### src/rtl/mem_seq_pkg.sv
// Shared definitions for the memory access sequencer: op encodings, FSM states and
// op classification helpers.
package mem_seq_pkg;

  localparam logic [2:0] OP_SB   = 3'b000;
  localparam logic [2:0] OP_SW   = 3'b001;
  localparam logic [2:0] OP_SH   = 3'b010;
  localparam logic [2:0] OP_LB   = 3'b011;
  localparam logic [2:0] OP_LW   = 3'b100;
  localparam logic [2:0] OP_LH   = 3'b101;
  localparam logic [2:0] OP_NONE = 3'b111;

  typedef enum logic [2:0] {
    StIdle,
    StRead,
    StCapture,
    StWrite,
    StDone
  } state_e;

  typedef enum logic [1:0] {
    ClsLoad,
    ClsStore,
    ClsRmw,
    ClsIllegal
  } op_class_e;

  function automatic op_class_e op_class(input logic [2:0] op);
    op_class_e cls;
    case (op)
      OP_LB, OP_LW, OP_LH: cls = ClsLoad;
      OP_SW:               cls = ClsStore;
      OP_SB, OP_SH:        cls = ClsRmw;
      default:             cls = ClsIllegal;
    endcase
    return cls;
  endfunction

  // Halfword ops need an even address, word ops a word-aligned one.
  function automatic logic misaligned(input logic [2:0] op, input logic [1:0] lsb);
    logic bad;
    case (op)
      OP_SH, OP_LH: bad = lsb[0];
      OP_SW, OP_LW: bad = (lsb != 2'b00);
      default:      bad = 1'b0;
    endcase
    return bad;
  endfunction

endpackage

### src/rtl/mem_access_sequencer_if.sv
// Request/memory bus of the memory access sequencer; master is the control-unit side,
// slave is the sequencer.
interface mem_access_sequencer_if #(
  parameter int unsigned ADDR_W = 32
);

  logic              req_valid;
  logic              req_ready;
  logic [2:0]        req_op;
  logic [ADDR_W-1:0] req_addr;
  logic [ADDR_W-1:0] mem_addr;
  logic              mem_wr;
  logic [2:0]        size_sel;
  logic              mdr_load;
  logic              done;
  logic              err_align;

  modport master (
    output req_valid, req_op, req_addr,
    input  req_ready, mem_addr, mem_wr, size_sel, mdr_load, done, err_align
  );

  modport slave (
    input  req_valid, req_op, req_addr,
    output req_ready, mem_addr, mem_wr, size_sel, mdr_load, done, err_align
  );

endinterface

### src/rtl/mem_wait_counter.sv
// Memory read-latency counter: loads MEM_LAT-1, decrements on request, flags zero.
module mem_wait_counter #(
  parameter int unsigned MEM_LAT = 1
) (
  input  logic clk,
  input  logic reset,
  input  logic load,
  input  logic dec,
  output logic zero
);

  localparam int unsigned CntW = $clog2(MEM_LAT) + 1;
  localparam logic [CntW-1:0] LoadVal = CntW'(MEM_LAT - 1);

  logic [CntW-1:0] cnt_q, cnt_d;

  always_comb begin
    cnt_d = cnt_q;
    if (load) begin
      cnt_d = LoadVal;
    end else if (dec && (cnt_q != '0)) begin
      cnt_d = cnt_q - 1'b1;
    end
  end

  always_ff @(posedge clk or posedge reset) begin
    if (reset) begin
      cnt_q <= '0;
    end else begin
      cnt_q <= cnt_d;
    end
  end

  assign zero = (cnt_q == '0);

endmodule

### src/rtl/mem_access_sequencer.sv
// Multicycle sequencer issuing one memory access per control-unit request; sb/sh use
// read-modify-write. Define MEM_SEQ_ALIGN_CHECK_EN to reject misaligned accesses.
module mem_access_sequencer
  import mem_seq_pkg::*;
#(
  parameter int unsigned ADDR_W  = 32,
  parameter int unsigned MEM_LAT = 1
) (
  input  logic                   clk,
  input  logic                   reset,
  mem_access_sequencer_if.slave  bus
);

  state_e            state_q, state_d;
  logic [2:0]        op_q, op_d;
  logic [ADDR_W-1:0] addr_q, addr_d;
  logic              cnt_load, cnt_dec, cnt_zero;
  logic              mis;
  op_class_e         req_cls, cur_cls;

  assign req_cls = op_class(bus.req_op);
  assign cur_cls = op_class(op_q);

`ifdef MEM_SEQ_ALIGN_CHECK_EN
  logic err_q, err_d;

  assign mis = misaligned(bus.req_op, bus.req_addr[1:0]);

  always_comb begin
    err_d = err_q;
    if ((state_q == StIdle) && bus.req_valid) begin
      err_d = mis;
    end
  end

  always_ff @(posedge clk or posedge reset) begin
    if (reset) begin
      err_q <= 1'b0;
    end else begin
      err_q <= err_d;
    end
  end

  assign bus.err_align = (state_q == StDone) && err_q;
`else
  assign mis           = 1'b0;
  assign bus.err_align = 1'b0;
`endif

  always_comb begin
    state_d  = state_q;
    op_d     = op_q;
    addr_d   = addr_q;
    cnt_load = 1'b0;
    cnt_dec  = 1'b0;
    case (state_q)
      StIdle: begin
        if (bus.req_valid) begin
          op_d     = bus.req_op;
          addr_d   = bus.req_addr;
          cnt_load = 1'b1;
          if (mis || (req_cls == ClsIllegal)) begin
            state_d = StDone;
          end else if (req_cls == ClsStore) begin
            state_d = StWrite;
          end else begin
            state_d = StRead;
          end
        end
      end
      StRead: begin
        if (cnt_zero) begin
          state_d = (cur_cls == ClsLoad) ? StCapture : StWrite;
        end else begin
          cnt_dec = 1'b1;
        end
      end
      StCapture: state_d = StDone;
      // Address is held, so the read data stays valid for the merge during the write.
      StWrite:   state_d = StDone;
      StDone:    state_d = StIdle;
      default:   state_d = StIdle;
    endcase
  end

  always_ff @(posedge clk or posedge reset) begin
    if (reset) begin
      state_q <= StIdle;
      op_q    <= OP_NONE;
      addr_q  <= '0;
    end else begin
      state_q <= state_d;
      op_q    <= op_d;
      addr_q  <= addr_d;
    end
  end

  mem_wait_counter #(
    .MEM_LAT (MEM_LAT)
  ) u_wait (
    .clk   (clk),
    .reset (reset),
    .load  (cnt_load),
    .dec   (cnt_dec),
    .zero  (cnt_zero)
  );

  assign bus.req_ready = (state_q == StIdle);
  assign bus.mem_wr    = (state_q == StWrite);
  assign bus.mdr_load  = (state_q == StCapture);
  assign bus.done      = (state_q == StDone);
  assign bus.mem_addr  = addr_q;
  assign bus.size_sel  = op_q;

endmodule

### src/flat_wrapper.sv
// flat-port wrapper written by rule: the top's interface ports become plain ports
module mem_access_sequencer_flat import mem_seq_pkg::*;
#(
  parameter int unsigned ADDR_W  = 32,
  parameter int unsigned MEM_LAT = 1
)
  (clk, reset, bus_req_valid, bus_req_op, bus_req_addr, bus_req_ready, bus_mem_addr, bus_mem_wr, bus_size_sel, bus_mdr_load, bus_done, bus_err_align);
  mem_access_sequencer_if #(.ADDR_W(ADDR_W)) bus_i ();
  input  logic clk;
  input  logic reset;
  input wire logic [$bits(bus_i.req_valid)-1:0] bus_req_valid;
  input wire logic [$bits(bus_i.req_op)-1:0] bus_req_op;
  input wire logic [$bits(bus_i.req_addr)-1:0] bus_req_addr;
  output wire logic [$bits(bus_i.req_ready)-1:0] bus_req_ready;
  output wire logic [$bits(bus_i.mem_addr)-1:0] bus_mem_addr;
  output wire logic [$bits(bus_i.mem_wr)-1:0] bus_mem_wr;
  output wire logic [$bits(bus_i.size_sel)-1:0] bus_size_sel;
  output wire logic [$bits(bus_i.mdr_load)-1:0] bus_mdr_load;
  output wire logic [$bits(bus_i.done)-1:0] bus_done;
  output wire logic [$bits(bus_i.err_align)-1:0] bus_err_align;
  assign bus_i.req_valid = bus_req_valid;
  assign bus_i.req_op = bus_req_op;
  assign bus_i.req_addr = bus_req_addr;
  assign bus_req_ready = bus_i.req_ready;
  assign bus_mem_addr = bus_i.mem_addr;
  assign bus_mem_wr = bus_i.mem_wr;
  assign bus_size_sel = bus_i.size_sel;
  assign bus_mdr_load = bus_i.mdr_load;
  assign bus_done = bus_i.done;
  assign bus_err_align = bus_i.err_align;
  mem_access_sequencer #(.ADDR_W(ADDR_W), .MEM_LAT(MEM_LAT)) u_core (.clk(clk), .reset(reset), .bus(bus_i));
endmodule
### config.mk
export PLATFORM = sky130hd
export DESIGN_NAME = mem_access_sequencer_flat
export DESIGN_NICKNAME = d
export VERILOG_FILES = /design/src/rtl/mem_seq_pkg.sv /design/src/rtl/mem_access_sequencer_if.sv /design/src/rtl/mem_wait_counter.sv /design/src/rtl/mem_access_sequencer.sv /design/src/flat_wrapper.sv
export SDC_FILE = /design/constraint.sdc
export NUM_CORES = 1
export LEC_CHECK = 0
export ABC_CLOCK_PERIOD_IN_PS = 1900
export CAP_MARGIN = 10
export CORE_MARGIN = 4
export CORE_UTILIZATION = 30
export DETAILED_ROUTE_END_ITERATION = 7
export PLACE_DENSITY_LB_ADDON = 0.3
export SYNTH_ARGS = -nofsm -noshare
export SYNTH_HDL_FRONTEND = slang
export SYNTH_SLANG_ARGS = --single-unit
export TNS_END_PERCENT = 100
### constraint.sdc
create_clock -name clk -period 1.9 [get_ports clk]
set_input_delay 0.38 -clock clk [delete_from_list [all_inputs] [get_ports clk]]
set_output_delay 0.38 -clock clk [all_outputs]
set_load 0.02 [all_outputs]
After elaboration in Yosys (flattened, before gate mapping)
Cells that the tools add are included.
{"block": "totals", "mem_bits_ro": 0, "in_bits": 38, "mem_bits_rw": 0, "latch_bits": 0, "mem_count": 0, "output_inout_bits": 40, "reg_bits": 39, "elab_cells": 50}
{"block": "classes", "addsub": 1, "div_mod_pow": 0, "eq_ne": 18, "n_reduce_logical": 13, "shift": 0, "mul": 0, "n_mux": 14, "n_bitwise": 0, "n_lt_le_gt_ge": 0}
{"operator": "== test 3 x 2 -> 1 bit (second input constant)", "count": 6}
{"operator": "== test 3 bit (second input constant)", "count": 5}
{"operator": "one-hot mux 2 bit (3 select lines)", "count": 2}
{"operator": "== test 3 x 1 -> 1 bit (second input constant)", "count": 3}
{"operator": "zero test 3 bit", "count": 3}
{"operator": "2-to-1 mux 3 bit", "count": 3}
{"operator": "one-hot mux 3 bit (3 select lines)", "count": 1}
{"operator": "2-to-1 mux 1 bit", "count": 7}
{"operator": "OR reduction 2 bit", "count": 3}
{"operator": "OR reduction 3 bit", "count": 2}
{"operator": "inequality test 2 bit (second input constant)", "count": 2}
{"operator": "AND reduction 2 bit", "count": 2}
{"operator": "== test 2 x 1 -> 1 bit (second input constant)", "count": 1}
{"operator": "== test 2 bit (second input constant)", "count": 1}
{"operator": "zero test 2 bit", "count": 1}
{"operator": "2-to-1 mux 2 bit", "count": 1}
{"operator": "nonzero test 2 bit", "count": 1}
{"operator": "logical AND 1 bit", "count": 1}
{"operator": "subtractor 1 bit (second input constant)", "count": 1}

Depth between registers and ports, before layout
Gate-level depths: netlist of the first run.
{"block": "logic_depth", "depth_word": 8, "mapped_depth": 4}

Hierarchy
A second synthesis of the first run with hierarchy kept.
{"block": "unflattened", "hier_cells": 107, "hier_area_um2": 1767.9}
{"mod": "mem_access_sequencer", "area_each_um2": 1722.9, "cells_each": 103, "instances": 1}
{"mod": "mem_wait_counter", "area_each_um2": 45.0, "cells_each": 4, "instances": 1}

Worst setup path after synthesis of the first run
Ideal clock, no wire load.
{"block": "synth_timing", "path_type": "flip-flop to flip-flop", "startpoint": "register u_core.state_q[2]", "endpoint": "register u_core.addr_q[10] (netlist: u_core.bus.mem_addr[10])", "t_arrival_ns": 1.365, "setup_time_ns": 0.127, "setup_slack_ns": 0.407, "path_stages_with_launch": 5, "synth_period_minus_slack_ns": 1.493, "t_required_ns": 1.773, "cell_sequence": "dfrtp_1 > nor4b_4 > buf_6 > buf_6 > mux2_1"}
{"block": "synth_via", "elab_chain_len": 2}
{"element": "start, declared", "line": "mem_access_sequencer.sv:14", "text": "state_e state_q, state_d;"}
{"element": "start signal, assigned", "line": "mem_access_sequencer.sv:88", "text": "state_q <= StIdle;"}
{"element": "start signal, assigned", "line": "mem_access_sequencer.sv:92", "text": "state_q <= state_d;"}
{"element": "zero test 3 bit", "line": "mem_access_sequencer.sv:56", "text": "case (state_q)"}
{"element": "AND reduction 2 bit (no line)"}
{"element": "end signal, assigned", "line": "mem_access_sequencer.sv:94", "text": "addr_q <= addr_d;"}
{"element": "end, declared", "line": "mem_access_sequencer.sv:16", "text": "logic [ADDR_W-1:0] addr_q, addr_d;"}
Every way passes these cells.
A chain may end at the register's enable or synchronous reset.

Worst setup path in the final report of the first run
{"block": "layout_timing", "startpoint": "register u_core.op_q[2] (netlist: u_core.bus.size_sel[2])", "endpoint": "output bus_size_sel[2]"}
{"element": "start, declared", "line": "mem_access_sequencer.sv:15", "text": "logic [2:0] op_q, op_d;"}
{"element": "start signal, assigned", "line": "mem_access_sequencer.sv:93", "text": "op_q <= op_d;"}
{"element": "end, declared", "line": "flat_wrapper.sv:17", "text": "output wire logic [$bits(bus_i.size_sel)-1:0] bus_size_sel;"}
No word-level cell between the ends.

==> results of run 1 <==
## cells in the final DEF, fill, tap and decap left out, drive strengths merged
cell           netlist  routed
dfstp                3       3
nor3b                3       3
conb                 1       1
or3b                 1       1
clkinv               0       1
clkdlybuf4s50        0      72
mux2                35      35
a21oi                1       1
dfrtp               36      36
buf                  5       3
inv                  3       3
nand4b               1       1
nor4b                1       1
nor2                 1       1
dlygate4sd2          0       4
a32o                 2       2
nor3                 3       3
clkbuf               0       6
or4bb                1       1
bufinv               0       1
nand2                1       1
## state kept, by name, indices dropped and copies added, names as in the netlist
register / flops
u_core.state_q: 3
u_core.bus.size_sel: 3
u_core.u_wait.cnt_q: 1
u_core.bus.mem_addr: 32
## where the power goes
group,switching (W),internal (W)
combinational,0.00103,0.00121
sequential,0.000255,0.00127
clock,0.000269,0.000425
total,0.00155,0.00291
## layout make-up
type	count	share of cell area [%]
timing repair buffer	79	31.6
clock inverter	2	1.40
multi-input combinational	51	20.8
sequential	39	39.1
tap	67	3.35
inverter	3	0.450
clock buffer	6	3.30
## cell families (layout without fill, tap and decap cells)
logic type,Yosys count,in the layout
flops,39,39
mux,35,35
simple gates,12,12
buf+inv,8,90
compound gates,3,3
other cells,1,1
## metal layers
layer / wire (um) / track usage [%] / part of all wire (%) / up-vias
met2: 1920 / 20.2 / 55 / 33
met1: 1330 / 13.2 / 38 / 536
li1: - / - / - / 505
met5: 0 / 0 / 0 / -
met3: 225 / 3.92 / 6.4 / 2
met4: 31 / 4.05 / 0.88 / 0
## per-stage QoR
| stage | total power [W] | cells | area, um2 | TNS [ns] |
|---|---|---|---|---|
| final | 0.00446 | 247 | 2500 | 0 |
| after floorplan | 0.00278 | 98 | 1560 | 0 |
| after CTS | 0.00455 | 247 | 2500 | 0 |
| after global routing | 0.00474 | 247 | 2500 | 0 |
| after detailed placement | 0.00386 | 239 | 2390 | -0.000564 |
| after global placement | 0.00378 | 239 | 2390 | 0 |
## path summary, 6_finish.rpt
check                      slack, ns               startpoint                       to  cells after the start
setup / recovery                0.09   u_core.bus.size_sel[2]          bus_size_sel[2]                      1
hold / removal                  0.44                    reset  u_core.bus.mem_addr[29]                      3
setup reg to reg                0.34        u_core.state_q[2]  u_core.bus.mem_addr[22]                      3
hold reg to reg                 0.49  u_core.bus.mem_addr[13]  u_core.bus.mem_addr[13]                      1
max in group asynchronous       1.20                    reset   u_core.bus.size_sel[0]                      3
min in group clk                0.49  u_core.bus.mem_addr[13]  u_core.bus.mem_addr[13]                      1
## repair_timing
item | CTS | global route
gates resized for setup | 4 | 0
endpoints found under the setup margin | 4 | 0
hold endpoints to repair | 0 | 0
hold buffers | 0 | 0
==> metrics, run 1 <==
antenna diode count 0; number of distinct library cells after synthesis 18; Synth warnings 0; initial antenna violation count 0; Worst EP arrival 1.43 ns; detailed placement HPWL 2.78 mm; Die X between 80 and 90 um; register area ~1000 um2; crit-path leading delay family buffers and inverters; P_leak between 1 and 1.5 nW; FFs w/ async S/R, synth 100%; post-synth top area cell dfrtp_1; Worst VDD drop between 0.6 and 0.7 mV; largest net degree at the start of global routing 39; Final min period roughly 1.8 ns; IO Count 78; first-pass GRT wire length between 5 and 6 mm; GRT Util Overall between 10% and 20%; area growth from synthesis to layout 60.5%; grt total ovfl 0; DR vias 1076; fill count about 430; Core Area between 4000 and 5000 um2; Final Skew between 0.003 and 0.004 ns; layout cells sized above 1 a little under a fifth; status finished clean; syn nets 136; die area between 6000 and 7000 um2; startpoint types register; Place WS -0.000472 ns; post-synth top area share around 58%; syn avg cell area around 16 um2; routability cong. approximately 0.74; number of synthesized register bits 39; most frequent cell after synthesis dfrtp_1; Max Cap Viol 0; Vias/cell 4.36; # H-tree levels 2; port bufs 76; Synth Area in XOR/XNOR 0%; number of DRC markers in iteration 0 32; CP peak stage delay 0.60 ns; clk buf depth 2; Post-synth EDFFs 0; crit path buf inv count 1; WHS ~0.44 ns; largest family of logic cells by synthesized area multiplexers; Hold WC Path Type input pin to async pin; Site Rows 25; Gate Count Post-Synth 98; period utilization 95.1%; PD cells ~1800 nW/um2; post-CTS repair timing setup buffer count 0; adder-cell share of the synthesized area 0%; post-synthesis compound-gate area fraction under 10%; RSZ-0062 raised after global routing no; final WL around 3.5 mm; predominant post-synthesis flop cell dfrtp_1; CTS Buf Count 5; CP required roughly 1.5 ns; final hold viol count 0; drt wl/cell between 10 and 15 um; Seq/Total Area, Yosys about 63%; worst-skew pair later-pin latency between 0.2 and 0.3 ns; Synth Cell Area between 1500 and 2000 um2; Critical Path, Cell by Cell clkdlybuf4s50_1; CTS tree built; Pre-antenna DRT Iters 3; vias in the first global route 1191; initial core utilization 32.0%; CTS sink cnt 39; maximum clock frequency roughly 550 MHz; Setup crit end kind output pin; Final Setup Violations 0; CTS root buf clkbuf_8; Worst-path clk slew around 0.070 ns; top post-synthesis cells by area dfrtp_1, mux2_2, mux2_1; post-synthesis mux area share between 20% and 30%; critical path class register to output pin; simple-gate area share of the yosys netlist approximately 6.3%; commonest cells in the netlist dfrtp_1, mux2_2, mux2_1; Util after Layout 51.3%; Layout Nets approximately 220; worst-case setup margin in the final layout 0.0933 ns; Slowest cell on crit path clkdlybuf4s50_1; crit-path max FO 4; area of the multi-input gates roughly 520 um2; Antenna Violating Nets Remaining 0; max-slew violations 0; die height between 80 and 90 um; drt drc 0
Power figures use the tool's default switching activity.
==> run 2, diff against run 1 <==
--- a/config.mk
+++ b/config.mk
@@ -10,6 +10,7 @@
 export CORE_MARGIN = 4
 export CORE_UTILIZATION = 30
 export DETAILED_ROUTE_END_ITERATION = 7
+export GPL_ROUTABILITY_DRIVEN = 1
 export PLACE_DENSITY_LB_ADDON = 0.3
 export SYNTH_ARGS = -nofsm -noshare
 export SYNTH_HDL_FRONTEND = slang
==> results of run 2 <==
The final DEF is identical to that of run 1; final timing and power are the same.
